`src/rtl/idex_alu_stage.sv`:
```
// -----------------------------------------------------------------------------
// idex_alu_stage
//
// Execute stage of the 5-stage MIPS pipeline. It holds the ID/EX pipeline
// register, forwards results from later stages, selects the second ALU
// operand, and computes the EX-stage result, flags and destination register.
//
// Ports
//   clk, resetn          : pipeline clock (rising edge), async active-low reset
//   stallE, flushE       : hazard-unit hold / bubble requests for ID/EX
//   alucontrolD ... rdD  : decoded D-stage controls, operands and specifiers
//   forwardaE, forwardbE : operand sources (00/11 reg, 01 resultW, 10 aluoutM)
//   aluoutM, resultW     : forwarded values from the MEM and WB stages
//   aluoutE, zeroE       : ALU result and its zero flag
//   overflowE            : signed overflow of add/sub (informational only)
//   writedataE           : forwarded B operand ahead of the immediate mux
//   writeregE            : destination register (rd or rt)
//   rsE, rtE             : registered source specifiers for the hazard unit
//   regwriteE, memtoregE, memwriteE : registered control bits
// -----------------------------------------------------------------------------
module idex_alu_stage #(
  parameter int WIDTH = 32,
  parameter int REGW  = 5
) (
  input  logic             clk,
  input  logic             resetn,
  input  logic             stallE,
  input  logic             flushE,
  input  logic [2:0]       alucontrolD,
  input  logic             alusrcD,
  input  logic             regdstD,
  input  logic             regwriteD,
  input  logic             memtoregD,
  input  logic             memwriteD,
  input  logic [WIDTH-1:0] rd1D,
  input  logic [WIDTH-1:0] rd2D,
  input  logic [WIDTH-1:0] signimmD,
  input  logic [REGW-1:0]  rsD,
  input  logic [REGW-1:0]  rtD,
  input  logic [REGW-1:0]  rdD,
  input  logic [1:0]       forwardaE,
  input  logic [1:0]       forwardbE,
  input  logic [WIDTH-1:0] aluoutM,
  input  logic [WIDTH-1:0] resultW,
  output logic [WIDTH-1:0] aluoutE,
  output logic [WIDTH-1:0] writedataE,
  output logic [REGW-1:0]  writeregE,
  output logic [REGW-1:0]  rsE,
  output logic [REGW-1:0]  rtE,
  output logic             regwriteE,
  output logic             memtoregE,
  output logic             memwriteE,
  output logic             zeroE,
  output logic             overflowE
);

  // ALU operation codes as produced by the decode-stage ALU decoder.
  typedef enum logic [2:0] {
    ALU_AND = 3'b000,
    ALU_OR  = 3'b001,
    ALU_ADD = 3'b010,
    ALU_SUB = 3'b110,
    ALU_SLT = 3'b111
  } aluOpT;

  // All ID/EX fields in one record so flush, stall and reset act on every
  // field uniformly. An all-zero record is a harmless bubble (AND, no writes).
  typedef struct packed {
    logic [2:0]       aluControl;
    logic             aluSrc;
    logic             regDst;
    logic             regWrite;
    logic             memToReg;
    logic             memWrite;
    logic [WIDTH-1:0] rd1;
    logic [WIDTH-1:0] rd2;
    logic [WIDTH-1:0] signImm;
    logic [REGW-1:0]  rs;
    logic [REGW-1:0]  rt;
    logic [REGW-1:0]  rd;
  } idexT;

  idexT idex_d;
  idexT idex_q;

  logic [WIDTH-1:0] srcA;
  logic [WIDTH-1:0] srcB;
  logic [WIDTH-1:0] fwdB;
  logic [WIDTH-1:0] sumR;
  logic [WIDTH-1:0] diffR;
  logic             sltR;
  logic [WIDTH-1:0] aluR;
  logic             ovfR;

  // Next ID/EX contents: flush beats stall, so a simultaneous request
  // still inserts a bubble.
  always_comb begin
    idex_d            = idex_q;
    if (flushE) begin
      idex_d = '0;
    end else if (!stallE) begin
      idex_d.aluControl = alucontrolD;
      idex_d.aluSrc     = alusrcD;
      idex_d.regDst     = regdstD;
      idex_d.regWrite   = regwriteD;
      idex_d.memToReg   = memtoregD;
      idex_d.memWrite   = memwriteD;
      idex_d.rd1        = rd1D;
      idex_d.rd2        = rd2D;
      idex_d.signImm    = signimmD;
      idex_d.rs         = rsD;
      idex_d.rt         = rtD;
      idex_d.rd         = rdD;
    end
  end

  // ID/EX register; reset drops any in-flight instruction immediately.
  always_ff @(posedge clk or negedge resetn) begin
    if (!resetn) begin
      idex_q <= '0;
    end else begin
      idex_q <= idex_d;
    end
  end

  // Forwarding muxes; code 11 is unused by the hazard unit and falls back
  // to the register value.
  always_comb begin
    srcA = idex_q.rd1;
    case (forwardaE)
      2'b01:   srcA = resultW;
      2'b10:   srcA = aluoutM;
      default: srcA = idex_q.rd1;
    endcase
    fwdB = idex_q.rd2;
    case (forwardbE)
      2'b01:   fwdB = resultW;
      2'b10:   fwdB = aluoutM;
      default: fwdB = idex_q.rd2;
    endcase
  end

  assign srcB  = idex_q.aluSrc ? idex_q.signImm : fwdB;
  assign sumR  = srcA + srcB;
  assign diffR = srcA - srcB;

  // Signed less-than that stays correct when the subtraction overflows:
  // with differing signs the negative operand is the smaller one.
  assign sltR = (srcA[WIDTH-1] != srcB[WIDTH-1]) ? srcA[WIDTH-1] : diffR[WIDTH-1];

  // ALU result and overflow; unused codes yield zero.
  always_comb begin
    aluR = '0;
    ovfR = 1'b0;
    case (aluOpT'(idex_q.aluControl))
      ALU_ADD: begin
        aluR = sumR;
        ovfR = (srcA[WIDTH-1] == srcB[WIDTH-1]) && (sumR[WIDTH-1] != srcA[WIDTH-1]);
      end
      ALU_SUB: begin
        aluR = diffR;
        ovfR = (srcA[WIDTH-1] != srcB[WIDTH-1]) && (diffR[WIDTH-1] != srcA[WIDTH-1]);
      end
      ALU_AND: aluR = srcA & srcB;
      ALU_OR:  aluR = srcA | srcB;
      ALU_SLT: aluR = {{(WIDTH-1){1'b0}}, sltR};
      default: aluR = '0;
    endcase
  end

  assign aluoutE    = aluR;
  assign overflowE  = ovfR;
  assign zeroE      = (aluR == '0);
  assign writedataE = fwdB;
  assign writeregE  = idex_q.regDst ? idex_q.rd : idex_q.rt;
  assign rsE        = idex_q.rs;
  assign rtE        = idex_q.rt;
  assign regwriteE  = idex_q.regWrite;
  assign memtoregE  = idex_q.memToReg;
  assign memwriteE  = idex_q.memWrite;

endmodule

```
`config.mk`:
```
export PLATFORM = sky130hd
export DESIGN_NAME = idex_alu_stage
export DESIGN_NICKNAME = d
export VERILOG_FILES = /design/src/rtl/idex_alu_stage.sv
export SDC_FILE = /design/constraint.sdc
export NUM_CORES = 1
export LEC_CHECK = 0
export ABC_CLOCK_PERIOD_IN_PS = 12770
export CORE_MARGIN = 4
export CORE_UTILIZATION = 25
export CTS_BUF_LIST = sky130_fd_sc_hd__clkbuf_16
export CTS_CLUSTER_SIZE = 8
export DETAILED_ROUTE_END_ITERATION = 10
export PLACE_DENSITY_LB_ADDON = 0.15
export REMOVE_ABC_BUFFERS = 1
export SYNTH_ARGS = -nofsm -noshare
export SYNTH_HDL_FRONTEND = slang
export SYNTH_SLANG_ARGS = --single-unit
```
`constraint.sdc`:
```
create_clock -name clk -period 12.77 [get_ports clk]
set_input_delay 1.9155 -clock clk [delete_from_list [all_inputs] [get_ports clk]]
set_output_delay 1.9155 -clock clk [all_outputs]
set_load 0.02 [all_outputs]
```
# == Word level (Yosys, flattened, before mapping) ==
# Index checks and enable logic that the tools add are counted.
# totals
regBits,119
mem_count,0
mem_bits_rw,0
rom_bits,0
latch_bits,0
output_inout_bits,84
wordCells,42
# op_classes
shift,0
n_mux,9
n_reduce_logical,4
mul,0
eq_ne,13
n_addsub,2
order_cmp,0
div,0
n_bitwise,2
# ops
cell,n
119-bit 2-to-1 mux,2
32-bit one-hot mux with 5 select lines,1
32-bit one-hot mux with 2 select lines,2
32-bit adder,1
32-bit bitwise AND,1
32-bit logical NOT,1
32-bit 2-to-1 mux,1
32-bit bitwise OR,1
32-bit subtractor,1
3-bit == test (second input constant),2
5-bit 2-to-1 mux,1
2-bit by 1-bit == test with 1-bit output (second input constant),2
2-bit == test (second input constant),2
3-bit by 1-bit == test with 1-bit output (second input constant),1
3-bit by 2-bit == test with 1-bit output (second input constant),1
3-bit logical NOT,1
1-bit != test,3
1-bit logical AND,2
2-bit by 1-bit != test with 1-bit output (second input constant),1
1-bit one-hot mux with 2 select lines,1
1-bit == test,1
1-bit 2-to-1 mux,1

# == Depth between registers and ports, before layout ==
# logic_depth
ltp_word,7
ltp_mapped,30
mapped_depth_nobuf,29

# == Least setup slack after synthesis ==
# No wires, ideal clock.
# synth_path
path_type,input -> output
from,input port forwardbE[0]
to,output port zeroE
path_slack_ns,3.474
required_ns,10.854
arrival_time_ns,7.381
n_path_buf,3
path_stages,30
path_cell_list,inv_1 ha_1 clkbuf_1 buf_1 nor2_1 a21oi_1 o21ai_0 ha_1 clkbuf_1 nor2b_1 o21ai_0 a2111oi_0 nor4_1 a21oi_1 a21oi_1 nor2_1 nor2_1 o21bai_1 a21oi_1 fa_1 nand4_1 nand3_1 nor2_1 or4bb_1 nor4_1 nand4bb_1 nor4_1 and4bb_1 nand4_1 nor3_2
# synth_between
elab_chain_len,7
# synth_lines
item,line,rtl
start: declaration,42,"input logic [1:0] forwardbE,"
2-bit == test or 2-bit by 1-bit == test with 1-bit output (tied branches),136,case (forwardbE)
32-bit one-hot mux with 2 select lines *,136,
32-bit 2-to-1 mux *,143,assign srcB = idex_q.aluSrc ? idex_q.signImm : fwdB;
32-bit subtractor or 1-bit != test (tied branches),"145, 149",
1-bit 2-to-1 mux,149,assign sltR = (srcA[WIDTH-1] != srcB[WIDTH-1]) ? srcA[WIDTH-1] : diffR[WIDTH-1];
32-bit one-hot mux with 5 select lines *,155,case (aluOpT'(idex_q.aluControl))
named net aluoutE[0],45,"output logic [WIDTH-1:0] aluoutE,"
32-bit logical NOT *,173,assign zeroE = (aluR == '0);
end: declaration,53,"output logic zeroE,"
# Mark *: on every way through the listed nets, which the timed path passes. The rest lies on a longest branch.

# == Final worst setup path ==
# layout_path
from,input port forwardbE[0]
to,output port zeroE
# layout_between
elab_chain_len,7
# layout_lines
item,line
2-bit == test or 2-bit by 1-bit == test with 1-bit output (tied branches),136
32-bit one-hot mux with 2 select lines *,136
32-bit 2-to-1 mux *,143
32-bit subtractor or 1-bit != test (tied branches),"145, 149"
1-bit 2-to-1 mux,149
32-bit one-hot mux with 5 select lines *,155
32-bit logical NOT *,173
# Mark *: on every way between the ends. The rest lies on a longest branch, timed or not.

==> impl_metrics.yaml <==
global_route:
  grt_max_degree: 67
  grt_antenna_before_repair: 1
  grt_use_total_pct: 19.3
  grt_pass1_wl_um: 77800
  globalRouteOverflowTotal: 0
  grt_pass1_vias: 12300
place:
  placed_cell_area_um2: 15300
  gp_congestion: 0.891
  dp_cells: 2365
  port_buffers: 274
  dp_hpwl_um: 39300
finish:
  drive_above_1_share_pct: 4.77
  synthToLayoutAreaGrowth_pct: 31.4
  nets: 2066
  final_cells: 2398
  finalInstanceArea_um2: 15900
logic_synthesis:
  synth_top_family_by_area: "compound AO/OA/AOI/OAI gates"
  yosys.cell_count.top_type: "nor2_1"
  synthXorXnorAreaFrac_pct: 1.23
  synth_area_leaders: "dfrtp_1 (25%), mux2i_1 (11%), ha_1 (11%), nor2_1 (6.8%), o21ai_0 (4.6%)"
  netlist-cell-type-count: 84
  synth_top_area_share_pct: 24.6
  synth_commonest_cells: "nor2_1 (219), inv_1 (136), mux2i_1 (129)"
  ys_seq_elements: 119
  synthAdderAreaFrac_pct: 11.1
  synth-edff-count: 0
  post_synth.cell_area_avg_um2: 7.66
  async_flop_share_pct: 100
  synth_mux_area_share_pct: 11.2
  synth.cell_area_um2: 12100
  synth_top_area_cell: "dfrtp_1"
  ys_seq_area_share_pct: 24.6
  synth_compound_area_share_pct: 24.9
  ys.flop_type: "dfrtp_1"
  ys_warn_count: 0
  synthSimpleGateAreaFrac_pct: 18.3
  syn_inst: 1579
worst_setup_path:
  required_ns: 10.85
  cp_top_family: "simple AND/OR/NAND/NOR gates"
  worstPathMaxFanout: 32
  slowest_stage: "ha_2"
  worst-setup-path-type: "in -> out"
  critPathMaxStageDelay_ns: 0.81
  endpoint_kind: "primary output"
  crit_buf_inv: 3
  cp.arrival_ns: 9.73
  start_kind: "input pin"
floorplanning:
  dieArea_um2: 52000
  num_io_pins: 275
  row_count: 80
  coreArea_um2: 47800
  die_y_um: 228
  fp.dieW_um: 228
  initial_core_util_pct: 25.3
detailed_routing:
  post_drt_wl_per_cell_um: 21.4
  firstDrtPassIters: 5
  drc_errors: 0
  vias_per_cell: 5.09
  vias: 12200
  ant_nets: 0
  wl_um: 51400
  drt-initial-drc-count: 865
timing:
  slew_violations: 0
  fin_crit_sh_pct: 91.2
  grt_setup_unrepaired: "no"
  period_needed_ns: 11.64
  setup_tns_ns: 0
  setup_viol: 0
  slew_headroom_pct: 34.3
  fin_skew_ns: 0
  worstMarginPinSlew_ns: 0.985
  final_hold_viol_count: 0
  hold_slack_ns: 0.522
  max_freq_mhz: 85.9
clock_network:
  root_buffer: "clkbuf_16"
  cts_sinks: 119
  cts_tree: "done"
  hold_buffers: 0
  cts_setup_buffers: 0
  numCtsBuffers: 17
  ctsLongestPathBuffers: 2
  htreeDepth: 4
  path_clk_slew_ns: 0.06
  clock_latency_ns: 0.47
  cts_resized: 0
worst_hold_path:
  holdCritPathClass: "reg -> reg"
power_and_ir_drop:
  leakage_nw: 7.02
  ir_worst_vdd_v: 0.0000625
  power_density_nw_per_um2: 104
  power_w: 0.00166
status:
  status: "finished, final reports clean"
job:
  max-cap-violations: 0
routing by layer:
metal	track usage [%]	wire [um]	vias to the layer above
met4	5.49	992	0
met2	30.0	22800	330
li1	-	-	5928
met5	0	0	-
met3	4.13	2490	46
met1	26.9	25100	5899
state kept, by name (all words and copies together) (netlist names):
name and count:
memwriteE 1, rtE 5, idex_q 106, regwriteE 1, rsE 5, memtoregE 1
worst paths after layout:
check | startpoint | to | slack, ns | cells past startpoint
setup / recovery | forwardbE[0] | zeroE | 1.13 | 30
hold / removal | idex_q[106]$_DFFE_PN0P_ | idex_q[106]$_DFFE_PN0P_ | 0.52 | 2
setup reg to reg | idex_q[118]$_DFFE_PN0P_ | idex_q[118]$_DFFE_PN0P_ | 11.49 | 3
hold reg to reg | idex_q[106]$_DFFE_PN0P_ | idex_q[106]$_DFFE_PN0P_ | 0.52 | 2
max in group asynchronous | resetn | idex_q[115]$_DFFE_PN0P_ | 10.03 | 2
min in group asynchronous | resetn | rsE[3]$_DFFE_PN0P_ | 1.41 | 1
power breakdown:
| part | internal, W | total (W) | switching [W] |
|---|---|---|---|
| Combinational | 0.000278 | 0.000704 | 0.000426 |
| Clock | 0.000343 | 0.000539 | 0.000196 |
| Sequential | 0.000398 | 0.000416 | 0.0000171 |
worst min-delay path, delay by kind of cell, from the launching register on:
kind | cells | cell delay, ns
mux | 1 | 0.07
flops | 1 | 0.34
simple gates | 1 | 0.08
stage by stage:
stage	util, %	setup slack, ns
floorplan	-	3.03
global placement	31.9	1.24
detailed placement	31.9	1.05
CTS	33.2	1.02
global route	33.2	0.496
finish	33.2	1.13
layout by cell type (no fill, tap or decap), types with 8 or more instances in the layout:
master,Yosys,routed
nand2b_1,9,9
a21o_1,18,18
nand3_1,19,19
xnor2_1,15,15
o211ai_1,18,18
o21ai_0,112,112
nor2_1,219,219
clkbuf_16,0,17
nor3_1,17,17
clkdlybuf4s50_1,0,271
nor2b_1,19,19
o31ai_1,9,9
or3_1,9,9
o21a_1,12,12
ha_1,103,99
o22ai_1,11,11
a211oi_1,17,17
dfrtp_1,119,117
a22oi_1,66,66
mux2i_1,129,129
and3_1,8,8
a21oi_1,97,97
buf_4,12,20
inv_1,136,137
and2_1,9,9
nand2_1,124,124
nor4_1,13,13
a31oi_1,8,8
nand4_1,12,12
logic make-up (layout without fill, tap and decap cells):
kind of cell             Yosys count  count (layout)
XOR/XNOR                          17              17
adder cells (fa/ha/maj)          106             106
other                              0               1
AND/OR/NAND/NOR                  489             489
multiplexers                     135             135
flip-flops                       119             119
buffers and inverters            261             464
AO/OA/AOI/OAI                    452             452
cell type report:
cell class              instances  area (um^2)
fillers                      5079        31900
multi-input cells            1199         8100
flip-flops and latches        119         2980
repair buffers                294         2910
well taps                     615          769
inverters                     138          518
clock buffers                  17          425
clock inverters                15          210
diodes                          1         2.50
Note: power is estimated with default switching activity, not from simulation.
